===== config.mk =====
export PLATFORM = sky130hd
export DESIGN_NAME = uart_msg_ctrl
export DESIGN_NICKNAME = d
export VERILOG_FILES = /design/src/rtl/uart_msg_pkg.sv /design/src/rtl/uart_msg_fifo.sv /design/src/rtl/uart_msg_ctrl.sv
export SDC_FILE = /design/constraint.sdc
export NUM_CORES = 1
export LEC_CHECK = 0
export CELL_PAD_IN_SITES_DETAIL_PLACEMENT = 1
export CELL_PAD_IN_SITES_GLOBAL_PLACEMENT = 2
export CORE_AREA = 3 3 196 121
export DETAILED_ROUTE_END_ITERATION = 8
export DIE_AREA = 0 0 199 124
export GPL_ROUTABILITY_DRIVEN = 1
export GPL_TIMING_DRIVEN = 0
export MAX_ROUTING_LAYER = met4
export PLACE_DENSITY = 0.94
export SKIP_CTS_REPAIR_TIMING = 1
export SLEW_MARGIN = 10
export SYNTH_ARGS = -nofsm -noshare
export SYNTH_HDL_FRONTEND = slang
export SYNTH_HIERARCHICAL = 1
export SYNTH_SLANG_ARGS = --single-unit

===== constraint.sdc =====
create_clock -name clk -period 6.9 [get_ports clk]
set_clock_uncertainty 0.1 [all_clocks]
set_input_delay 1.38 -clock clk [delete_from_list [all_inputs] [get_ports clk]]
set_output_delay 1.38 -clock clk [all_outputs]
set_load 0.01 [all_outputs]

===== src/rtl/uart_msg_pkg.sv =====
// Shared state encoding, ASCII constants and byte helpers for the UART message controller.
package uart_msg_pkg;

  typedef enum logic [1:0] {
    IDLE = 2'd0,
    SEND = 2'd1,
    WAIT = 2'd2
  } state_t;

  localparam logic [7:0] ASCII_CR    = 8'h0d;
  localparam logic [7:0] ASCII_LF    = 8'h0a;
  localparam logic [7:0] CASE_OFFSET = 8'h20;

  function automatic logic [7:0] to_upper(input logic [7:0] b);
    return ((b >= 8'h61) && (b <= 8'h7a)) ? (b - CASE_OFFSET) : b;
  endfunction

endpackage


===== src/rtl/uart_msg_fifo.sv =====
// Synchronous echo FIFO with first-word-fall-through head; a push is accepted
// when full if a pop happens in the same cycle.
module uart_msg_fifo #(
  parameter int DEPTH = 16,
  parameter int WIDTH = 8
) (
  input  logic             clk,
  input  logic             rst_n,
  input  logic             push,
  input  logic [WIDTH-1:0] din,
  input  logic             pop,
  output logic [WIDTH-1:0] dout,
  output logic             full,
  output logic             empty
);

  localparam int AW = $clog2(DEPTH);

  logic [WIDTH-1:0] mem [DEPTH];
  logic [AW-1:0]    wr_ptr;
  logic [AW-1:0]    rd_ptr;
  logic [AW:0]      count;
  logic             do_push;
  logic             do_pop;

  assign full    = (count == (AW+1)'(DEPTH));
  assign empty   = (count == '0);
  assign do_pop  = pop && !empty;
  assign do_push = push && (!full || do_pop);
  assign dout    = mem[rd_ptr];

  // Pointers wrap naturally because DEPTH is a power of two.
  always_ff @(posedge clk or negedge rst_n) begin
    if (!rst_n) begin
      wr_ptr <= '0;
      rd_ptr <= '0;
      count  <= '0;
    end else begin
      if (do_push) wr_ptr <= wr_ptr + 1'b1;
      if (do_pop)  rd_ptr <= rd_ptr + 1'b1;
      case ({do_push, do_pop})
        2'b10:   count <= count + 1'b1;
        2'b01:   count <= count - 1'b1;
        default: count <= count;
      endcase
    end
  end

  always_ff @(posedge clk) begin
    if (do_push) mem[wr_ptr] <= din;
  end

endmodule


===== src/rtl/uart_msg_ctrl.sv =====
// Periodic UART message sender with an rx echo path drained between messages.
// Optional macro UART_MSG_ECHO_UPPER_EN upper-cases echoed ASCII letters.
module uart_msg_ctrl
  import uart_msg_pkg::*;
#(
  parameter int                   MSG_LEN     = 13,
  parameter logic [MSG_LEN*8-1:0] MSG         = {"HELLO GOWIN", ASCII_CR, ASCII_LF},
  parameter int                   WAIT_CYCLES = 50_000_000,
  parameter int                   FIFO_DEPTH  = 16
) (
  input  logic        clk,
  input  logic        rst_n,
  input  logic [7:0]  rx_data,
  input  logic        rx_data_valid,
  output logic        rx_data_ready,
  output logic [7:0]  tx_data,
  output logic        tx_data_valid,
  input  logic        tx_data_ready,
  input  logic        msg_trigger,
  output logic        overflow,
  output logic [15:0] msg_count
);

  state_t      state;
  state_t      next_state;
  logic [7:0]  byte_idx;
  logic [7:0]  next_idx;
  logic [7:0]  next_tx_data;
  logic        next_valid;
  logic [31:0] wait_cnt;
  logic [31:0] next_wait;
  logic [15:0] next_count;

  logic        handshake;
  logic        last_byte;
  logic        timeout;
  logic        go_send;
  logic        fifo_pop;
  logic        fifo_full;
  logic        fifo_empty;
  logic [7:0]  fifo_dout;
  logic [7:0]  echo_byte;

  function automatic logic [7:0] msg_byte(input logic [7:0] idx);
    return MSG[8*(MSG_LEN-1-int'(idx)) +: 8];
  endfunction

  assign rx_data_ready = 1'b1;
  assign handshake     = tx_data_valid && tx_data_ready;
  assign last_byte     = (byte_idx == 8'(MSG_LEN-1));
  assign timeout       = (wait_cnt >= 32'(WAIT_CYCLES-1));
  assign go_send       = (state == WAIT) && !tx_data_valid && (timeout || msg_trigger);
  // A resend always waits for an idle tx slot, so the echo path only pops when not leaving.
  assign fifo_pop      = (state == WAIT) && !fifo_empty &&
                         (handshake || (!tx_data_valid && !go_send));

`ifdef UART_MSG_ECHO_UPPER_EN
  assign echo_byte = to_upper(fifo_dout);
`else
  assign echo_byte = fifo_dout;
`endif

  uart_msg_fifo #(
    .DEPTH (FIFO_DEPTH),
    .WIDTH (8)
  ) u_fifo (
    .clk   (clk),
    .rst_n (rst_n),
    .push  (rx_data_valid),
    .din   (rx_data),
    .pop   (fifo_pop),
    .dout  (fifo_dout),
    .full  (fifo_full),
    .empty (fifo_empty)
  );

  always_comb begin
    next_state   = state;
    next_idx     = byte_idx;
    next_tx_data = tx_data;
    next_valid   = tx_data_valid;
    next_wait    = wait_cnt;
    next_count   = msg_count;
    case (state)
      IDLE: begin
        next_state = SEND;
        next_idx   = 8'd0;
      end
      SEND: begin
        if (!tx_data_valid) begin
          next_tx_data = msg_byte(byte_idx);
          next_valid   = 1'b1;
        end else if (handshake) begin
          if (last_byte) begin
            next_valid = 1'b0;
            next_wait  = 32'd0;
            next_count = msg_count + 16'd1;
            next_state = WAIT;
          end else begin
            next_idx     = byte_idx + 8'd1;
            next_tx_data = msg_byte(byte_idx + 8'd1);
          end
        end
      end
      WAIT: begin
        next_wait = (wait_cnt == '1) ? wait_cnt : wait_cnt + 32'd1;
        if (go_send) begin
          next_state = SEND;
          next_idx   = 8'd0;
        end else if (fifo_pop) begin
          next_tx_data = echo_byte;
          next_valid   = 1'b1;
        end else if (handshake) begin
          next_valid = 1'b0;
        end
      end
      default: next_state = IDLE;
    endcase
  end

  always_ff @(posedge clk or negedge rst_n) begin
    if (!rst_n) begin
      state         <= IDLE;
      byte_idx      <= 8'd0;
      tx_data       <= 8'd0;
      tx_data_valid <= 1'b0;
      wait_cnt      <= 32'd0;
      msg_count     <= 16'd0;
      overflow      <= 1'b0;
    end else begin
      state         <= next_state;
      byte_idx      <= next_idx;
      tx_data       <= next_tx_data;
      tx_data_valid <= next_valid;
      wait_cnt      <= next_wait;
      msg_count     <= next_count;
      overflow      <= rx_data_valid && fifo_full && !fifo_pop;
    end
  end

endmodule


### After elaboration in Yosys (flattened, before gate mapping)

Memories as Yosys holds them, arrays and structs flattened.
Cells that the tools add are included.

* logic and storage cells: 101
* flip-flop bits (word level): 81
* memories: 1
* bits in writable memories: 128
* output and inout port bits: 27

* mux-type cells: 31
* $lt $le $gt $ge: 1
* shifts and indexed selects: 2
* reductions and logical operators: 29
* equality and inequality tests: 18
* $add $sub $neg: 9

Memory list
* u_fifo.mem: depth 16, bits a word 8, rd ports 1, clocked after Yosys merged registers in 0, wr ports 1, line uart_msg_fifo.sv:19 `logic [WIDTH-1:0] mem [DEPTH];`

Operators with widths (number)
* indexed part select 104 x 12 -> 8 bit (first input constant): 2
* two-way mux 32 bit: 4
* two-way mux 8 bit: 9
* one-hot mux 32 bit (2 select lines): 1
* adder 32 x 1 -> 32 bit (second input constant): 1
* == test 32 bit (second input constant): 1
* >= comparator 32 x 26 -> 1 bit (second input constant): 1
* one-hot mux 8 bit (3 select lines): 1
* subtractor 4 x 8 -> 9 bit (first input constant): 2
* adder 16 x 1 -> 16 bit (second input constant): 1
* != test 2 bit (second input constant): 8
* one-hot mux 8 bit (2 select lines): 1
* AND reduction 5 bit: 3
* logical AND 1 bit: 10
* one-hot mux 5 bit (2 select lines): 1
* != test 3 bit (second input constant): 3
* adder 4 x 1 -> 4 bit (second input constant): 2
* adder 8 x 1 -> 8 bit (second input constant): 1
* == test 8 x 4 -> 1 bit (second input constant): 1
* two-way mux 1 bit: 8
* two-way mux 2 bit: 4
* AND reduction 4 bit: 2
* one-hot mux 2 bit (3 select lines): 1
* adder 5 x 1 -> 5 bit (second input constant): 1
* other kinds (12): 21

### Logic depth before layout (Yosys ltp)

* depth after elaboration: 12
* gate-level depth with buffers: 18
* gate-level depth less buffers: 16

### Modules after synthesis

Netlist, hierarchy kept.

By module, submodules not included
* uart_msg_fifo: instances 1, cells an instance 301, area each 5774.3 um^2, sequential area each 4169.0 um^2
* uart_msg_ctrl: instances 1, cells an instance 515, area each 4344.2 um^2, sequential area each 1701.6 um^2

### Worst setup path after synthesis

Ideal clock, no wire load.

* kind: in2reg
* start: input msg_trigger
* end: register u_fifo.count[4]
* library setup time: 0.087 ns
* required time: 6.713 ns
* arrival: 4.073 ns
* stages on the path: 14
* buffers on the path: 1
* slack: 2.641 ns
* path through: nor4_1 -> o2111ai_1 -> or2_2 -> nor2_1 -> nor2_1 -> nor3_1 -> clkbuf_1 -> o21ai_2 -> or2_2 -> fa_1 -> nand2b_1 -> a211o_1 -> o31a_1 -> o211ai_1

* word-level cells in the longest chain between the ends: 11
* elaborated cells on any way between the ends: 13

RTL lines
* start, declared: line uart_msg_ctrl.sv:19 `input logic msg_trigger,`
* logical OR 1 bit *: line uart_msg_ctrl.sv:52 `assign go_send = (state == WAIT) && !tx_data_valid && (timeout || msg_trigger);`
* logical AND 1 bit *: line uart_msg_ctrl.sv:52
* zero test 1 bit *: line uart_msg_ctrl.sv:55 `(handshake || (!tx_data_valid && !go_send));`
* logical AND 1 bit *: line uart_msg_ctrl.sv:55
* logical OR 1 bit *: line uart_msg_ctrl.sv:55
* logical AND 1 bit *: line uart_msg_ctrl.sv:54 `assign fifo_pop = (state == WAIT) && !fifo_empty &&`
* via fifo_pop: line uart_msg_ctrl.sv:38 `logic fifo_pop;`
* logical AND 1 bit *: line uart_msg_fifo.sv:28 `assign do_pop = pop && !empty;`
* logical OR 1 bit: line uart_msg_fifo.sv:29 `assign do_push = push && (!full || do_pop);`
* logical AND 1 bit: line uart_msg_fifo.sv:29
* == test 2 x 1 -> 1 bit / == test 2 bit (equally long branches): line uart_msg_fifo.sv:41 `case ({do_push, do_pop})`
* one-hot mux 5 bit (2 select lines) / nonzero test 2 bit (equally long branches)
* end signal, assigned: line uart_msg_fifo.sv:42 `2'b10: count <= count + 1'b1;`
* end signal, assigned: line uart_msg_fifo.sv:43 `2'b01: count <= count - 1'b1;`
* end signal, assigned: line uart_msg_fifo.sv:44 `default: count <= count;`
* end, declared: line uart_msg_fifo.sv:22 `logic [AW:0] count;`

The timed path passes the listed nets; every way through them passes the cells marked *.
A chain may end at the register's enable or synchronous reset.

### Final worst setup path

Same ends and word-level chain as after synthesis.

==> run_results.csv <==
group,metric,value,unit
sta,slew_headroom,22.5,%
sta,grt_setup_unrepaired,"no",
synthesis,yosysWarnings,6,
final_layout,area_delta_synth_final,15.2,%
critical_path,cp.depth,15,
sta,finalHoldViolCount,0,
sta,max_freq,198,MHz
place,dp_hpwl,19100,um
power_and_ir_drop,power,3.67,mW
die,die-width,199,um
global_route,grt_pass1_vias,7285,
critical_path,worst_setup_path_start_kind,"input port",
route,wl_per_cell,23.1,um
critical_path,critPathCaptureType,"flip-flop",
cts,root_buffer,"clkbuf_16",
synthesis,synthCells,816,
critical_path,worst_path_largest_cell_delay,0.47,ns
critical_path,critPathTopFamily,"simple AND/OR/NAND/NOR gates",
synthesis,postSynthAreaPerCell,12.4,um^2
min_path,hold_depth,1,
synthesis,yosysSeqAreaShare,58.0,%
final_layout,num_antenna_cells,0,
cts,ctsHtreeMaxLevel,1,
route,drt_iter0_drc,723,
die,start_util,46.0,%
die,core_area,0.0220,mm^2
synthesis,synth-edff-count,128,
final_layout,drive_gt1_share,10.1,%
cts,cts.sinks,209,
sta,period_share,73.1,%
sta,setup_ws,1.85,ns
critical_path,r2r_cells,18,
power_and_ir_drop,p_per_area,315,mW/mm^2
critical_path,crit_chain,"clkdlybuf4s50_1 -> nor4_1 -> o2111ai_1 -> or2_2 -> nor2_1 -> nor2_1 -> nor3_1 -> clkbuf_1 -> o21ai_2 -> or2_2 -> fa_1 -> nand2b_1 -> a211o_1 -> o31a_1 -> o211ai_1",
cts,numCtsBuffers,21,
synthesis,async_flop_share,38.8,%
place,port_buffers,38,
synthesis,syn-cell-area,0.0101,mm^2
critical_path,path_buf_inv,2,
synthesis,ys_types,72,
flow_run,maxCapViolCount,0,
cts,cts_buffer_depth,3,
die,die_h,124,um
cts,cts.clk_slew.worst_paths,0.07,ns
place,gp_congestion,0.818,
route,viasPerCell,6.09,
die,design.die.area,0.0247,mm^2
route,drtPass1Iterations,5,
global_route,grt_usage,23.1,%
sta,fin_setup_tns,0,ns
die,io_pins,40,
route,drt-total-wl,27200,um
route,ant_nets,0,
final_layout,fin_util,53.0,%
die,num_rows,42,
route,vias,7184,
critical_path,worstPathMaxFanout,9,
route,drc_errors,0,
sta,drv_slew,0,
critical_path,crit_slowest_cell,"clkbuf_1",
final_layout,nets,908,
cts,cts_tree,"built",
synthesis,syn_nets,845,
global_route,grt_overflow,0,
critical_path,worstPathRequired,7.21,ns
sta,tightest_slew,1.16,ns
synthesis,synth_seq_cells,209,
power_and_ir_drop,leakagePower,4.29,nW
critical_path,worstPathArrival,5.36,ns
sta,setup_viol,0,
global_route,grt_max_degree,53,
min_path,hp-class,"reg2reg",
synthesis,synth_flop_cell,"edfxtp_1",
sta,fin_crit,5.05,ns
critical_path,critPathKind,"in2reg",
power_and_ir_drop,ir_drop,0.155,mV
outcome,status,"finished clean",
global_route,antenna_found_initial,0,
place,dp_slack,1.40,ns
cts,clock_latency,0.51,ns
global_route,grt_first_pass_wirelength,42600,um
-- worst reg2reg max path, stage by stage, from the launching register on --
cell and delay (ns):
dfrtp_1 0.32, clkbuf_1 0.24, and4_1 0.24, clkbuf_1 0.25, a211oi_1 0.14, nor4_1 0.65
or2_2 0.24, nor2_1 0.04, nor2_1 0.29, nor3_1 0.08, clkbuf_1 0.30, o21ai_2 0.22
or2_2 0.19, inv_1 0.08, ha_1 0.34, nand2b_1 0.11, a211o_1 0.30, o31a_1 0.12
o211ai_1 0.16
-- per-layer routing --
layer	share of wire, %	vias to the layer above	GRT usage (%)
met1	48	3739	34.3
met5	0	-	-
met2	44	199	34.3
met4	1.3	0	3.73
met3	6.2	31	3.87
li1	-	3215	-
-- area by class of cell --
class                   count  area, um^2
fillers                  2214       10400
flip-flops and latches    209        5870
inverters                  22        82.6
well taps                 286         358
clock inverters            14         223
clock buffers              23         533
plain buffers              43         186
multi-input cells         542        4000
repair buffers             40         413
-- sequential cells by signal (all words and copies together) (netlist names) --
| signal | cells |
|---|---|
| u_fifo/rd_ptr | 4 |
| overflow | 1 |
| tx_data_valid | 1 |
| u_fifo/wr_ptr | 4 |
| byte_idx | 8 |
| tx_data | 8 |
| wait_cnt | 32 |
| u_fifo/mem | 128 |
| msg_count | 16 |
| u_fifo/count | 5 |
| state | 2 |
-- path summary, 6_finish.rpt --
path	from	to	slack (ns)
worst max-delay path	msg_trigger	u_fifo/count[4]$_DFFE_PN0P_	1.85
worst min-delay path	msg_count[15]$_DFFE_PN0P_	msg_count[15]$_DFFE_PN0P_	0.37
worst max register to register	wait_cnt[3]$_DFFE_PN0P_	u_fifo/count[4]$_DFFE_PN0P_	2.41
worst min register to register	msg_count[15]$_DFFE_PN0P_	msg_count[15]$_DFFE_PN0P_	0.37
max in group asynchronous	rst_n	wait_cnt[1]$_DFFE_PN0P_	5.33
min in group asynchronous	rst_n	tx_data[3]$_DFFE_PN0P_	0.73
-- cell usage in the layout, fill, tap and decap left out, types with 5 or more instances in the layout --
cell / netlist / final
o21ai_0: 36 / 36
a22o_1: 7 / 7
nand4_1: 20 / 20
and3_1: 19 / 19
a22oi_1: 17 / 17
and4_1: 8 / 8
clkbuf_16: 0 / 21
bufinv_16: 0 / 6
nor3_1: 26 / 24
mux4_2: 32 / 32
nand2b_1: 11 / 11
and2_1: 12 / 12
xnor2_1: 24 / 24
clkdlybuf4s50_1: 0 / 37
nand2_1: 71 / 71
a21oi_1: 23 / 23
ha_1: 15 / 15
edfxtp_1: 128 / 128
a21o_1: 7 / 7
o31ai_1: 7 / 7
clkbuf_1: 32 / 34
clkinv_1: 0 / 5
xor2_1: 25 / 25
buf_2: 5 / 5
dfrtp_1: 81 / 81
nor2b_1: 5 / 5
nor4_1: 8 / 7
nor2_1: 56 / 56
nand3_1: 33 / 33
inv_1: 22 / 22
-- where the power goes --
| group | switching [mW] | internal (mW) |
|---|---|---|
| combinational | 0.545 | 0.301 |
| clock | 0.488 | 0.782 |
| sequential | 0.0923 | 1.47 |
| total | 1.13 | 2.55 |
-- cells in the mapped netlist, types with 4 or more instances --
master,number,area share [%]
a21o_1,7,0.52
and3_1,19,1.2
xnor2_1,24,2.1
nor2_1,56,2.1
nand2_1,71,2.6
o31ai_1,7,0.52
nor4_1,8,0.49
nor3_1,26,1.3
xor2_1,25,2.2
a22o_1,7,0.61
nand3_1,33,1.6
and4_1,8,0.69
o211ai_1,4,0.30
buf_2,5,0.25
a22oi_1,17,1.3
nand4_1,20,1.2
a21oi_1,23,1.1
nand2b_1,11,0.68
a211oi_1,4,0.30
dfrtp_1,81,20
and2_1,12,0.74
ha_1,15,1.9
mux2i_1,4,0.40
o21ai_0,36,1.8
edfxtp_1,128,38
nor2b_1,5,0.31
a211o_1,4,0.35
inv_1,22,0.82
a32oi_1,4,0.35
mux4_2,32,7.1
clkbuf_1,32,1.2
-- through the flow --
step | hold WS [ns] | area (um^2) | instances
2_1_floorplan | 0.373 | 10100 | 816
3_3_place_gp | 0.357 | 10900 | 1140
5_1_grt | 0.393 | 11700 | 1179
6_report | 0.369 | 11700 | 1179
3_5_place_dp | 0.360 | 10900 | 1142
4_1_cts | 0.376 | 11700 | 1179
-- cells by family (layout without fill, tap and decap cells) --
family                     count (synthesis)  in the layout  share of synthesized area, %
xor gates and xnor gates                  49             49                          4.24
buffers and inverters                     65            142                          2.66
AOI/OAI and AO/OA                        146            146                          10.1
DFF                                      209            209                          58.0
and+or+nand+nor                          291            291                          15.0
muxes                                     38             38                          7.74
other                                      1              1                        0.0371
adders and majority gates                 17             17                          2.15
Note: power is estimated with default switching activity, not from simulation.
